### src/rtl/hazard_scoreboard_pkg.sv
// Shared pipeline constants and types for the hazard scoreboard.
// Register-index width, register count, NOP encoding and load latency.
package hazard_scoreboard_pkg;
    localparam int REG_ADDR_W = 3;
    localparam int NUM_REGS   = 1 << REG_ADDR_W;
    localparam int LOAD_LAT   = 1;
    localparam int CNT_W      = 2;
    localparam int CD_W       = 2;
    localparam logic [31:0] NOP_INSTR = 32'h0000_0013;

    typedef logic [REG_ADDR_W-1:0] reg_idx_t;
endpackage

### src/rtl/hazard_scoreboard_entry.sv
// One register's scoreboard state: forwarding countdown and outstanding writes.
// Issue beats flush on the countdown; pend moves by the net of reserve/wb/flush.
module sb_entry #(
    parameter int CNT_W = 2,
    parameter int CD_W  = 2
) (
    input  logic            clk,
    input  logic            rst,
    input  logic            set,
    input  logic [CD_W-1:0] set_val,
    input  logic            wb_dec,
    input  logic            flush,
    input  logic            flush_dec,
    output logic            busy,
    output logic [CNT_W-1:0] pend,
    output logic            ovf
);
    localparam logic [CNT_W-1:0] PEND_MAX = '1;

    logic [CD_W-1:0]  busy_cd;
    logic [CNT_W:0]   sum;
    logic [CNT_W:0]   down;
    logic [CNT_W-1:0] pend_nxt;

    assign busy = |busy_cd;
    assign ovf  = set & (pend == PEND_MAX) & ~wb_dec & ~flush_dec;

    // Net outstanding-write count, saturating high and flooring at zero.
    always_comb begin
        sum  = (CNT_W+1)'(pend) + (CNT_W+1)'(set);
        down = (CNT_W+1)'(wb_dec) + (CNT_W+1)'(flush_dec);
        pend_nxt = pend;
        if (ovf)
            pend_nxt = pend;
        else if (sum < down)
            pend_nxt = '0;
        else
            pend_nxt = CNT_W'(sum - down);
    end

    // Countdown and pending-count registers.
    always_ff @(posedge clk) begin
        if (rst) begin
            busy_cd <= '0;
            pend    <= '0;
        end else begin
            pend <= pend_nxt;
            if (set)
                busy_cd <= set_val;
            else if (flush)
                busy_cd <= '0;
            else if (busy_cd != '0)
                busy_cd <= busy_cd - 1'b1;
        end
    end
endmodule

### src/rtl/hazard_scoreboard.sv
// Load-use hazard scoreboard between ID and ID/EX, released from WB.
// Stalls ID on unforwardable producers and bubbles ID/EX on stall or flush.
module hazard_scoreboard
    import hazard_scoreboard_pkg::*;
#(
    parameter int REG_ADDR_W = hazard_scoreboard_pkg::REG_ADDR_W,
    parameter int LOAD_LAT   = hazard_scoreboard_pkg::LOAD_LAT,
    parameter int CNT_W      = hazard_scoreboard_pkg::CNT_W
) (
    input  logic                  clk,
    input  logic                  rst,
    input  logic                  id_valid,
    input  logic [REG_ADDR_W-1:0] id_rs,
    input  logic [REG_ADDR_W-1:0] id_rt,
    input  logic                  id_rs_used,
    input  logic                  id_rt_used,
    input  logic [REG_ADDR_W-1:0] id_rd,
    input  logic                  id_reg_write,
    input  logic                  id_mem_read,
    input  logic                  ex_flush,
    input  logic                  wb_reg_write,
    input  logic [REG_ADDR_W-1:0] wb_rd,
    output logic                  stall,
    output logic                  id_issue,
    output logic                  ex_bubble,
    output logic                  sb_idle,
    output logic [15:0]           stall_cnt,
    output logic                  sb_overflow
);
    localparam int NREG = 1 << REG_ADDR_W;

    logic [NREG-1:0]       busy;
    logic [NREG-1:0]       pend_nz;
    logic [NREG-1:0]       ovf;
    logic                  wr;
    logic                  last_valid;
    logic [REG_ADDR_W-1:0] last_rd;
    logic                  last_pend_inc;
    logic [CD_W-1:0]       set_val;

    assign busy[0]    = 1'b0;
    assign pend_nz[0] = 1'b0;
    assign ovf[0]     = 1'b0;

    assign set_val = id_mem_read ? CD_W'(LOAD_LAT) : '0;

    genvar r;
    generate
        for (r = 1; r < NREG; r++) begin : g_ent
            logic [CNT_W-1:0] pend;
            logic             hit_fl;
            assign hit_fl = ex_flush & last_valid
                          & (last_rd == REG_ADDR_W'(r));
            sb_entry #(.CNT_W(CNT_W), .CD_W(CD_W)) u_ent (
                .clk       (clk),
                .rst       (rst),
                .set       (wr & (id_rd == REG_ADDR_W'(r))),
                .set_val   (set_val),
                .wb_dec    (wb_reg_write & (wb_rd == REG_ADDR_W'(r))),
                .flush     (hit_fl),
                .flush_dec (hit_fl & last_pend_inc),
                .busy      (busy[r]),
                .pend      (pend),
                .ovf       (ovf[r])
            );
            assign pend_nz[r] = |pend;
        end
    endgenerate

    assign stall = id_valid
                 & ((id_rs_used & busy[id_rs])
                 |  (id_rt_used & busy[id_rt]));
    assign id_issue = id_valid & ~stall;
    assign wr       = id_issue & id_reg_write & (id_rd != '0);
    assign sb_idle  = ~|pend_nz;

    // Last-issue record, bubble, stall counter and sticky overflow.
    always_ff @(posedge clk) begin
        if (rst) begin
            last_valid    <= 1'b0;
            last_rd       <= '0;
            last_pend_inc <= 1'b0;
            ex_bubble     <= 1'b0;
            stall_cnt     <= '0;
            sb_overflow   <= 1'b0;
        end else begin
            ex_bubble  <= stall | ex_flush;
            last_valid <= wr;
            if (wr) begin
                last_rd       <= id_rd;
                last_pend_inc <= ~ovf[id_rd];
            end
            if (stall && stall_cnt != 16'hFFFF)
                stall_cnt <= stall_cnt + 16'd1;
            if (|ovf)
                sb_overflow <= 1'b1;
        end
    end
endmodule

### config.mk
export PLATFORM = sky130hd
export DESIGN_NAME = hazard_scoreboard
export DESIGN_NICKNAME = d
export VERILOG_FILES = /design/src/rtl/hazard_scoreboard_pkg.sv /design/src/rtl/hazard_scoreboard_entry.sv /design/src/rtl/hazard_scoreboard.sv
export SDC_FILE = /design/constraint.sdc
export NUM_CORES = 1
export LEC_CHECK = 0
export CAP_MARGIN = 5
export CORE_UTILIZATION = 55
export CTS_CLUSTER_SIZE = 10
export DETAILED_ROUTE_END_ITERATION = 10
export GPL_ROUTABILITY_DRIVEN = 0
export PLACE_DENSITY_LB_ADDON = 0.2
export SLEW_MARGIN = 25
export SYNTH_ARGS = -nofsm -noshare
export SYNTH_HDL_FRONTEND = slang
export SYNTH_HIERARCHICAL = 1
export SYNTH_SLANG_ARGS = --single-unit
### constraint.sdc
create_clock -name clk -period 4.1 [get_ports clk]
set_input_delay 0.82 -clock clk [delete_from_list [all_inputs] [get_ports clk]]
set_output_delay 0.82 -clock clk [all_outputs]
set_load 0.05 [all_outputs]
-- Word level (Yosys, flattened, before mapping)
Index checks and enable logic that the tools add are counted.
- add/sub/neg operators: 29
- multiply operators: 0
- div/mod/pow operators: 0
- magnitude comparators: 10
- equality and inequality tests: 29
- shift-type cells: 0
- multiplexer cells: 35
- bitwise logic cells: 74
- reduce and logical (&&, ||, !) cells: 26
- operator list (operator ; number):
    $and 1x1->1 ; 56
    $mux 2 ; 28
    $eq 3x3->1 const B ; 12
    $reduce_bool 3->1 ; 8
    $add 2x1->3 ; 7
    $lt 3x2->1 ; 7
    $eq 3x2->1 const B ; 6
    $add 16x1->16 const B ; 1
    $ne 16x16->1 const B ; 1
    $not 1->1 ; 16
    $add 1x1->2 ; 7
    $eq 2x2->1 const B ; 7
    $reduce_bool 2->1 ; 7
    $reduce_or 14->1 ; 1
    $reduce_or 2->1 ; 7
    $sub 2x1->2 const B ; 7
    $sub 2x2->2 ; 7
    $lt 3x4->1 const B ; 3
    $bmux 1 s3 ; 3
    $eq 3x1->1 const B ; 3
    $reduce_or 7->1 ; 1
    $mux 1 ; 4
    $or 1x1->1 ; 2
    $logic_and 1x1->1 ; 1
    $logic_not 1->1 ; 1
- bits in registers: 51
- latch bits: 0
- memory bits (writable): 0
- ROM bits: 0
- bits of input ports: 21
- output and inout bits: 21
- logic and storage cells: 223
- memories kept: 0

-- Logic depth before layout (Yosys ltp)
- word-level depth: 17
- depth in mapped cells: 15
- depth with buffers taken out: 15

-- By module
Netlist, hierarchy kept.
- modules (own cells, without submodules) (module ; times used ; cells an instance ; area each (um2) ; seq. area each (um2)):
    sb_entry ; 7 ; 32 ; 295.3 ; 80.1
    hazard_scoreboard ; 1 ; 216 ; 1680.4 ; 460.4

-- Least setup slack after synthesis
Ideal clock, no wire load.
- path kind: input to register
- start point: input port id_rt[0]
- end point: register g_ent[2].u_ent.pend[0]
- setup time: 121 ps
- arrival time: 3299 ps
- path slack: 680 ps
- stages on the path: 10
- cell sequence: mux4_1 > nor2b_2 > o221a_2 > nand2_1 > nor3_1 > ha_1 > fa_1 > nor3b_2 > o21bai_1 > a21oi_1
- longest elaborated chain between the ends: 13
- ends and longest elaborated chain (what ; RTL line ; source):
    from (decl) ; hazard_scoreboard.sv:14 ; input logic [REG_ADDR_W-1:0] id_rt,
    $bmux 1 s3 (*) ; hazard_scoreboard.sv:72 ; | (id_rt_used & busy[id_rt]));
    $mux 1 (not written as such) (*) ; hazard_scoreboard.sv:72 ;
    $and 1x1->1 (*) ; hazard_scoreboard.sv:72 ;
    $or 1x1->1 (*) ; hazard_scoreboard.sv:72 ;
    $and 1x1->1 (*) ; hazard_scoreboard.sv:71 ; & ((id_rs_used & busy[id_rs])
    $not 1->1 (*) ; hazard_scoreboard.sv:73 ; assign id_issue = id_valid & ~stall;
    $and 1x1->1 (*) ; hazard_scoreboard.sv:73 ;
    $and 1x1->1 (*) (2 in a row) ; hazard_scoreboard.sv:74 ; assign wr = id_issue & id_reg_write & (id_rd != '0);
    $and 1x1->1 (*) ; hazard_scoreboard.sv:57 ; .set (wr & (id_rd == REG_ADDR_W'(r))),
    $add 2x1->3 or $and 1x1->1 (tied branches) ; hazard_scoreboard_entry.sv:30, hazard_scoreboard_entry.sv:26 ;
    $lt 3x2->1 (tied with other cells) ; hazard_scoreboard_entry.sv:35 ; else if (sum < down)
    $mux 2 or $and 1x1->1 (tied branches) ; hazard_scoreboard_entry.sv:35, hazard_scoreboard_entry.sv:26 ;
    to (signal assigned) ; hazard_scoreboard_entry.sv:47 ; pend <= pend_nxt;
    to (decl) ; hazard_scoreboard_entry.sv:15 ; output logic [CNT_W-1:0] pend,
Every way passes the cells marked *; elsewhere a longest branch is shown, timed or not. The select of a mux whose other input is x is not followed.
A chain may end at the register's enable or synchronous reset.

-- Final worst setup path
- start point: input port id_rs[1]
- end point: register g_ent[2].u_ent.pend[0]
- longest elaborated chain between the ends: 13
- ends and longest elaborated chain (what ; RTL line ; source):
    from (decl) ; hazard_scoreboard.sv:13 ; input logic [REG_ADDR_W-1:0] id_rs,
    $bmux 1 s3 (*) ; hazard_scoreboard.sv:71 ;
    $mux 1 (not written as such) (*) ; hazard_scoreboard.sv:71 ;
    $and 1x1->1 (*) ; hazard_scoreboard.sv:71 ;
    $or 1x1->1 (*) ; hazard_scoreboard.sv:72 ;
    $and 1x1->1 (*) ; hazard_scoreboard.sv:71 ;
    $not 1->1 (*) ; hazard_scoreboard.sv:73 ;
    $and 1x1->1 (*) ; hazard_scoreboard.sv:73 ;
    $and 1x1->1 (*) (2 in a row) ; hazard_scoreboard.sv:74 ;
    $and 1x1->1 (*) ; hazard_scoreboard.sv:57 ;
    $add 2x1->3 or $and 1x1->1 (tied branches) ; hazard_scoreboard_entry.sv:30, hazard_scoreboard_entry.sv:26 ;
    $lt 3x2->1 (tied with other cells) ; hazard_scoreboard_entry.sv:35 ;
    $mux 2 or $and 1x1->1 (tied branches) ; hazard_scoreboard_entry.sv:35, hazard_scoreboard_entry.sv:26 ;
Marks and branches as above.

==> flow_summary_export.csv <==
group,metric,value,unit
sta,timing.fmax,264,MHz
final_layout,final_net_count,561,
route,wl_per_cell,14.7,um
setup_path,crit_fanout,5,
place,io_buffers,41,
setup_path,crit_path_end_kind,"flop",
sta,slew_headroom,0.551,
die,start_util,0.580,
die,ioPinCount,42,
synth,async_flop_share,0,
setup_path,worstPathRequired,4270,ps
route,viasPerCell,5.74,
global_route,grt_usage,0.251,
final_layout,synthToLayoutAreaGrowth,17.5,%
global_route,grt_remaining_overflow,0,
global_route,grt_pass1_vias,3158,
sta,finalHoldViolCount,0,
clocking,cts_setup_buffers,0,
final_layout,instances_no_fill,575,
global_route,grt_max_degree,61,
route,wirelength,8.45,mm
route,drc,0,
setup_path,crit_type,"in2reg",
sta,fin_skew,4.79,ps
route,ant_nets,0,
setup_path,cp-start-kind,"input port",
final_layout,layout_common_cells,"dfxtp_1 (51), nor2_1 (49), inv_1 (48)",
place,pre_cts_ws,82.1,ps
flow_run,cap_violations,0,
final_layout,postLayoutCoreUtil,0.682,
power,p_leak,1.82,nW
die,die_w,84.5,um
sta,finalSetupViolCount,0,
clocking,clock_path_buffers,2,
synth,synth_flop_cell,"dfxtp_1",
place,dp_hpwl,6.65,mm
clocking,cts_buffers,5,
setup_path,cpPeakStageDelay,490,ps
sta,rsz0062_at_grt,"false",
power,powerDensity,393,mW/mm^2
final_layout,num_antenna_cells,0,
setup_path,critical_path.top_delay_family,"compound AO/OA/AOI/OAI gates",
synth,yosysTopAreaCellShare,0.272,
min_path,hp-class,"reg2reg",
sta,worst_slack,319,ps
clocking,htree_levels,2,
synth,netlist_instances,440,
die,row_count,29,
route,drtIter0Drc,131,
synth,ys_ff_latch,51,
synth,yosys.area.top_type,"dfxtp_1",
clocking,holdBufCountCts,0,
clocking,numClockSinks,51,
route,first_pass_iters,5,
die,die-area,0.00715,sq mm
power,vdd_drop_max,0.354,mV
final_layout,layout_commonest_cell,"dfxtp_1",
final_layout,fin_area,0.00440,sq mm
power,total_power,1.73,mW
sta,period_needed,3780,ps
setup_path,cp_num_buf_inv,1,
clocking,cts_resized,0,
place,place_area,0.00431,sq mm
clocking,root_buffer,"clkbuf_8",
setup_path,crit_slowest_cell,"clkdlybuf4s50_1",
synth,syn_area,0.00375,sq mm
sta,tns,0,ps
synth,synth.avg_cell_area,8.52,sq um
clocking,clkTransAtPathRegs,100,ps
sta,fin_hold_ws,504,ps
setup_path,cp.arrival,3950,ps
route,via_count,3301,
sta,worst_slew_pin_slew,674,ps
global_route,antenna_found_initial,0,
setup_path,reg2reg_slack,710,ps
synth,synth_warnings,6,
run_status,status,"completed",
place,placed_cells,567,
synth,yosysUniqueCellTypes,51,
die,die_h,84.5,um
global_route,grt_pass1_wl,14.5,mm
synth,synth-edff-count,0,
sta,fin_crit_sh,0.922,
synth,yosys-top-cells-area,"dfxtp_1 (27%), ha_1 (12%), nor2_1 (4.9%), inv_1 (4.8%), a21oi_1 (3.9%)",
clocking,cts_tree,"done",
synth,yosysSeqAreaShare,0.272,
final_layout,drive_above_1_share,0.141,
clocking,insertion_delay,310,ps
setup_path,crit_chain,"clkdlybuf4s50_1 -> mux2_2 -> a221oi_2 -> o221a_2 -> nand2_1 -> nor3_1 -> ha_1 -> fa_1 -> nor3b_2 -> o21bai_1 -> a21oi_1",
die,coreArea,0.00646,sq mm
sta,slew_viol_final,0,
routing by layer:
| metal | wire [um] | global-route usage | vias up |
|---|---|---|---|
| li1 | - | - | 1650 |
| met1 | 3900 | 0.334 | 1571 |
| met2 | 4040 | 0.414 | 71 |
| met3 | 413 | 0.0511 | 9 |
| met4 | 89 | 0.0740 | 0 |
| met5 | 0 | 0 | - |
worst min-delay path: stages, from the launching register on:
cell and delay [ps]:
dfxtp_1 340, o31ai_1 70, a21oi_1 50
logic make-up after synthesis:
kind of cell,count (synthesis),share of synthesized area
other cells,1,0.00100
mux,15,0.0574
buf+inv,56,0.0631
fa+ha+maj,43,0.158
compound gates,79,0.157
simple gates,181,0.259
xor+xnor,14,0.0327
flops,51,0.272
cell usage after synthesis, types with 7 or more instances:
master	count
xnor2_1	14
dfxtp_1	51
nor2_1	49
o211ai_2	7
ha_1	36
nor2b_1	8
nor4_1	9
nand4_1	12
fa_1	7
nand2_1	32
a21oi_1	29
nor3b_2	7
nor2_2	7
inv_1	48
nor3_1	16
a22oi_1	7
nand2b_1	14
a21oi_2	7
nand3_1	9
o21bai_1	7
layout make-up:
cell class / count / area, sq um
Fill cell: 526 / 2060
Clock buffer: 5 / 68.8
Sequential cell: 51 / 1020
Multi-Input combinational cell: 339 / 2510
Timing Repair Buffer: 52 / 498
Inverter: 48 / 180
Tap cell: 77 / 96.3
Clock inverter: 3 / 25.0
state kept, by name, indices dropped and copies added (netlist names):
name and flops:
last_valid 1, sb_overflow 1, ex_bubble 1, last_pend_inc 1, g_ent.u_ent/busy_cd 14, last_rd 3, stall_cnt 16, g_ent.u_ent/pend 14
worst paths after layout:
path,from,endpoint,depth (start not counted)
setup / recovery,id_rs[1],g_ent[2].u_ent/pend[0],11
hold / removal,stall_cnt[15],stall_cnt[15],2
setup reg to reg,g_ent[1].u_ent/busy_cd[0],g_ent[2].u_ent/pend[0],13
hold reg to reg,stall_cnt[15],stall_cnt[15],2
where the power goes:
part	switching [mW]	total, mW	leakage (nW)	internal (mW)
Sequential	0.0551	0.630	0.416	0.575
Clock	0.182	0.304	0.0443	0.122
Combinational	0.429	0.796	1.36	0.368
Total	0.666	1.73	1.82	1.06
Note: power is estimated with default switching activity, not from simulation.
